File: src/rtl/payload_counted_matcher.sv
// Anchored payload matcher for ^PREFIX[0-9]{MIN,MAX}SUFFIX on a raw byte stream.
// Reports a sticky match and the offset of the completing suffix byte.
//
// state  | meaning
// S_PRE  | comparing prefix bytes, idx = next prefix byte
// S_REP  | counting digits, cnt = digits seen so far
// S_SUF  | comparing suffix bytes, idx = next suffix byte
// S_HIT  | rule matched, held until sod or reset
// S_FAIL | payload can no longer match, held until sod or reset
module payload_counted_matcher #(
  parameter int              PLEN     = 5,
  parameter logic [8*PLEN-1:0] PREFIX = "PORT=",
  parameter int              SLEN     = 8,
  parameter logic [8*SLEN-1:0] SUFFIX = "*Victim=",
  parameter int              MIN_REP  = 1,
  parameter int              MAX_REP  = 0,
  parameter bit              CASE_INS = 1'b0,
  parameter int              OFFS_W   = 16
) (
  input  logic              clk,
  input  logic              rst_n,
  input  logic              sod,
  input  logic              en,
  input  logic [7:0]        in_byte,
  output logic              match,
  output logic              match_pulse,
  output logic [OFFS_W-1:0] match_offs,
  output logic              fail
);

  localparam int LMAX  = (PLEN > SLEN) ? PLEN : SLEN;
  localparam int IDX_W = $clog2(LMAX + 1);
  localparam logic [IDX_W-1:0] PRE_LAST = IDX_W'(PLEN - 1);
  localparam logic [IDX_W-1:0] SUF_LAST = IDX_W'(SLEN - 1);
  localparam bit UNBOUNDED = (MAX_REP == 0);

  typedef enum logic [2:0] {S_PRE, S_REP, S_SUF, S_HIT, S_FAIL} state_t;

  state_t            state_q, state_d, st;
  logic [IDX_W-1:0]  idx_q, idx_d, ix;
  logic [7:0]        cnt_q, cnt_d, cn;
  logic [OFFS_W-1:0] pos_q, pos_d, cur_pos;
  logic [OFFS_W-1:0] offs_d;
  logic              match_d, fail_d, pulse_d;

  function automatic logic is_digit(input logic [7:0] b);
    return (b >= 8'h30) && (b <= 8'h39);
  endfunction

  function automatic logic is_alpha(input logic [7:0] b);
    return ((b >= 8'h41) && (b <= 8'h5A)) || ((b >= 8'h61) && (b <= 8'h7A));
  endfunction

  // Case folding applies to letters only; digits and punctuation stay exact.
  function automatic logic lit_eq(input logic [7:0] b, input logic [7:0] lit);
    if (CASE_INS && is_alpha(lit) && is_alpha(b))
      return (b | 8'h20) == (lit | 8'h20);
    return b == lit;
  endfunction

  function automatic logic [7:0] pre_byte(input logic [IDX_W-1:0] i);
    logic [7:0] r;
    r = 8'h00;
    for (int k = 0; k < PLEN; k++)
      if (i == IDX_W'(k)) r = PREFIX[8*(PLEN-1-k) +: 8];
    return r;
  endfunction

  function automatic logic [7:0] suf_byte(input logic [IDX_W-1:0] i);
    logic [7:0] r;
    r = 8'h00;
    for (int k = 0; k < SLEN; k++)
      if (i == IDX_W'(k)) r = SUFFIX[8*(SLEN-1-k) +: 8];
    return r;
  endfunction

  // sod together with en evaluates the byte as if from a freshly cleared context.
  always_comb begin
    st      = sod ? S_PRE : state_q;
    ix      = sod ? '0 : idx_q;
    cn      = sod ? '0 : cnt_q;
    cur_pos = sod ? '0 : pos_q;
    state_d = state_q;
    idx_d   = idx_q;
    cnt_d   = cnt_q;
    pos_d   = pos_q;
    match_d = match;
    fail_d  = fail;
    offs_d  = match_offs;
    pulse_d = 1'b0;
    if (en) begin
      state_d = st;
      idx_d   = ix;
      cnt_d   = cn;
      pos_d   = (&cur_pos) ? cur_pos : cur_pos + OFFS_W'(1);
      unique case (st)
        S_PRE: begin
          if (lit_eq(in_byte, pre_byte(ix))) begin
            if (ix == PRE_LAST) begin
              state_d = S_REP;
              idx_d   = '0;
              cnt_d   = '0;
            end else begin
              idx_d = ix + IDX_W'(1);
            end
          end else begin
            state_d = S_FAIL;
          end
        end
        S_REP: begin
          if (is_digit(in_byte)) begin
            if (UNBOUNDED)
              cnt_d = (&cn) ? cn : cn + 8'd1;
            else if (int'(cn) < MAX_REP)
              cnt_d = cn + 8'd1;
            else
              state_d = S_FAIL;
          end else if ((int'(cn) >= MIN_REP) && lit_eq(in_byte, suf_byte(IDX_W'(0)))) begin
            if (SLEN == 1) begin
              state_d = S_HIT;
            end else begin
              state_d = S_SUF;
              idx_d   = IDX_W'(1);
            end
          end else begin
            state_d = S_FAIL;
          end
        end
        S_SUF: begin
          if (lit_eq(in_byte, suf_byte(ix))) begin
            if (ix == SUF_LAST) state_d = S_HIT;
            else                idx_d   = ix + IDX_W'(1);
          end else begin
            state_d = S_FAIL;
          end
        end
        default: ;
      endcase
      match_d = (state_d == S_HIT);
      fail_d  = (state_d == S_FAIL);
      offs_d  = sod ? '0 : match_offs;
      if ((state_d == S_HIT) && (st != S_HIT)) begin
        offs_d  = cur_pos;
        pulse_d = 1'b1;
      end
    end else if (sod) begin
      state_d = S_PRE;
      idx_d   = '0;
      cnt_d   = '0;
      pos_d   = '0;
      match_d = 1'b0;
      fail_d  = 1'b0;
      offs_d  = '0;
    end
  end

  always_ff @(posedge clk or negedge rst_n) begin
    if (!rst_n) begin
      state_q     <= S_PRE;
      idx_q       <= '0;
      cnt_q       <= '0;
      pos_q       <= '0;
      match       <= 1'b0;
      match_pulse <= 1'b0;
      match_offs  <= '0;
      fail        <= 1'b0;
    end else begin
      state_q     <= state_d;
      idx_q       <= idx_d;
      cnt_q       <= cnt_d;
      pos_q       <= pos_d;
      match       <= match_d;
      match_pulse <= pulse_d;
      match_offs  <= offs_d;
      fail        <= fail_d;
    end
  end

endmodule
File: config.mk
export PLATFORM = sky130hd
export DESIGN_NAME = payload_counted_matcher
export DESIGN_NICKNAME = d
export VERILOG_FILES = /design/src/rtl/payload_counted_matcher.sv
export SDC_FILE = /design/constraint.sdc
export NUM_CORES = 1
export LEC_CHECK = 0
export BUFFER_PORTS_ARGS = -buffer_cell sky130_fd_sc_hd__buf_4
export CORE_MARGIN = 4
export CORE_UTILIZATION = 30
export CTS_CLUSTER_DIAMETER = 100
export DETAILED_ROUTE_END_ITERATION = 8
export REMOVE_ABC_BUFFERS = 1
export SETUP_SLACK_MARGIN = 0.5
export SLEW_MARGIN = 10
export SYNTH_ARGS = -nofsm -noshare
export SYNTH_HDL_FRONTEND = slang
export SYNTH_SLANG_ARGS = --single-unit
File: constraint.sdc
create_clock -name clk -period 3.08 [get_ports clk]
set_input_delay 0.462 -clock clk [delete_from_list [all_inputs] [get_ports clk]]
set_output_delay 0.462 -clock clk [all_outputs]
set_load 0.01 [all_outputs]
==> impl_metrics.py <==
metrics = {
    "yosys": {
        "synth_edf_count": 0,
        "yosys_warnings": 0,
        "async_flop_share": 1.00,
        "ys_top_cells_by_count": "dfrtp_1, nand2_1, nor2_1",
        "syn_area_um2": 3500,
        "synth-adder-area-share": 0.0143,
        "avgSynthCellArea_um2": 8.61,
        "syn_inst": 406,
        "synth_compound_area_frac": 0.223,
        "ys_seq_area_frac": 0.358,
        "synth_top_area_frac": 0.358,
        "synth.area.top_cells": "dfrtp_1, nand2_1, a21oi_1, nor2_1, xnor2_1",
        "synth_xor_xnor_area_share": 0.0476,
        "ys_ff_latch": 50,
        "synth_top_cell_by_area": "dfrtp_1",
        "ys_types": 69,
        "yosys.area_share.simple": 0.268,
        "synthFlopType": "dfrtp_1",
        "synth_top_family_by_area": "simple AND/OR/NAND/NOR gates",
        "yosysMostFrequentCell": "dfrtp_1",
        "muxShareOfSynthArea": 0.0279,
    },
    "timing": {
        "setup_viol_count_final": 0,
        "max_freq_mhz": 377,
        "report.final.hold_viol_count": 0,
        "period_minus_slack_ns": 2.65,
        "finClkSkew_ns": 0.00618,
        "grt_setup_unrepaired": "yes",
        "finalCritPeriodShare": 0.860,
        "slew_violations": 0,
        "final.setup.tns_ns": 0,
        "slew_headroom": 0.562,
        "tightestPinTransition_ns": 0.658,
    },
    "min_path": {
        "hp-class": "primary input to asynchronous set/reset pin",
    },
    "cts": {
        "cts_tree": "done",
        "cts_max_level": 2,
        "clock_latency_ns": 0.29,
        "cts-root-buf": "clkbuf_16",
        "clk_pin_slew_ns": 0.07,
        "clock_sinks": 50,
        "cts_inserted_buffers": 5,
        "clock_path_buffers": 2,
    },
    "drt": {
        "routed_wl_um": 9890,
        "wl_met1_um": 4540,
        "drt_iter0_drc": 206,
        "drc": 0,
        "dr_total_vias": 3290,
        "top_layer": "met4",
        "ant_nets": 0,
        "dr_wl_met2_um": 4660,
        "route.met3.wl_um": 550,
        "dr.pass1.iters": 5,
        "routed_via_density": 5.61,
        "post_drt_wl_per_cell_um": 16.9,
    },
    "run_status": {
        "status": "finished, final reports clean",
    },
    "finish": {
        "fin_util": 0.378,
        "fillers": 1158,
        "final_area_um2": 4320,
        "fin_nets": 458,
        "area_growth_pct": 23.5,
        "diodes": 0,
        "drive_gt1_frac": 0.242,
    },
    "placed_design": {
        "finalWeightedCongestion": 0.874,
        "dp_hpwl_um": 6750,
        "portBuffers": 30,
        "place_area_um2": 3890,
    },
    "worst_setup_path": {
        "start_kind": "register",
        "cp.required_ns": 3.26,
        "reg2reg_slack_ns": 0.43,
        "critPathKind": "register to register",
        "worst_path_max_delay_cell": "or4_4",
        "reg2reg_to": "match_offs[0]$_DFF_PN0_",
        "cp_cell_sequence": "or4_4, a21oi_4, a2111oi_4, nor4_2, and4_1, a221o_1, nand3_4, mux2_4",
        "r2r_start": "idx_q[1]$_DFF_PN0_",
        "cp_max_fo": 8,
        "crit_path_end_kind": "register",
        "r2r_cells": 8,
        "cp.arrival_ns": 2.83,
        "max_stage_delay_ns": 0.55,
    },
    "die": {
        "rows": 39,
        "start_util": 0.306,
        "core_area_um2": 11400,
        "dieArea_um2": 13400,
        "pin_count": 31,
        "die_w_um": 116,
        "die_y_um": 116,
    },
    "global_route": {
        "grt_usage": 0.149,
        "overflow": 0,
        "grt_pass1_vias": 3278,
        "grt_pass1_wl_um": 16300,
        "grt_max_degree": 51,
        "antenna_found_initial": 0,
    },
    "power": {
        "p_per_area_nw_per_um2": 353,
        "p_leak_nw": 1.75,
        "peakVddDrop_uv": 209,
    },
    "run": {
        "cap_viol_max_count": 0,
    },
}
[critical path: cells and delay by family, from the launching register on]
family	cells	cell delay, ns
flip-flops	1	0.42
multiplexers	1	0.33
AO/OA/AOI/OAI	3	0.45
AND/OR/NAND/NOR	4	1.33
[sequential cells by signal, summed over array words and instances (netlist names)]
name,cells
state_q,3
pos_q,16
match_pulse,1
fail,1
cnt_q,8
match,1
match_offs,16
idx_q,4
[per-layer routing]
layer | vias up | GRT usage
li1 | 1575 | -
met1 | 1608 | 0.207
met2 | 91 | 0.236
met3 | 16 | 0.0261
met4 | 0 | 0.0510
met5 | - | 0
[worst max-delay path by stage]
stage                            start                        to  depth (start not counted)
global placement                   sod   match_offs[0]$_DFF_PN0_                          9
CTS                 idx_q[1]$_DFF_PN0_   match_offs[0]$_DFF_PN0_                          8
detailed placement                 sod   match_offs[5]$_DFF_PN0_                         10
finish              idx_q[1]$_DFF_PN0_   match_offs[0]$_DFF_PN0_                          8
global route        idx_q[1]$_DFF_PN0_   match_offs[0]$_DFF_PN0_                          8
floorplan           idx_q[2]$_DFF_PN0_  match_offs[12]$_DFF_PN0_                          8
[per-stage QoR]
step                power, W  hold WS, ns  worst slack (ns)  instances
global route         0.00159        0.270             0.319        586
detailed placement  0.000858        0.499             0.177        569
global placement    0.000855        0.502             0.283        569
CTS                  0.00153        0.238             0.432        583
finish               0.00152        0.191             0.430        586
floorplan           0.000767        0.166             0.282        376
[area by class of cell]
class,count,area [µm²],area share
multi-input cells,312,2200,0.509
well taps,143,179,0.0414
clock inverters,2,38.8,0.00898
repair buffers,59,455,0.105
clock buffers,6,139,0.0321
inverters,14,52.6,0.0122
flip-flops and latches,50,1260,0.291
[layout by cell type, fill, tap and decap left out, types with 3 or more instances in the layout]
cell,count
nor4_2,3
nor2_1,29
and3_1,5
a31oi_1,7
or3_1,3
nand3_1,16
xnor2_1,12
o21ai_0,15
buf_4,54
inv_1,14
xor2_1,7
nor2b_1,13
nor3_1,13
nand2_1,34
buf_6,4
o21ai_1,4
dfrtp_2,4
a21oi_1,25
mux2i_1,3
a31o_1,6
a22o_1,3
ha_1,4
dfrtp_1,46
nand4_1,14
clkbuf_16,5
o31a_1,3
o31ai_1,10
and2_1,4
nor4_1,5
nand2b_1,6
nor4_4,3
o22ai_1,4
mux2_4,3
[logic make-up after synthesis]
kind of cell / Yosys count
DFF: 50
muxes: 8
buffers and inverters: 44
xor gates and xnor gates: 19
and+or+nand+nor: 171
adders and majority gates: 4
AOI/OAI and AO/OA: 110
[report_power, final]
part / total, W / internal (W) / switching, W
Combinational: 0.000186 / 0.0000656 / 0.000120
Sequential: 0.000677 / 0.000665 / 0.0000125
Clock: 0.000662 / 0.000409 / 0.000253
[timing repair]
action	4_1_cts	5_1_grt
hold buffers	0	0
setup endpoints to repair	24	28
cloned	0	1
pin swaps	8	9
resized for setup	13	25
buffers inserted	6	2
Note: power is estimated with default switching activity, not from simulation.
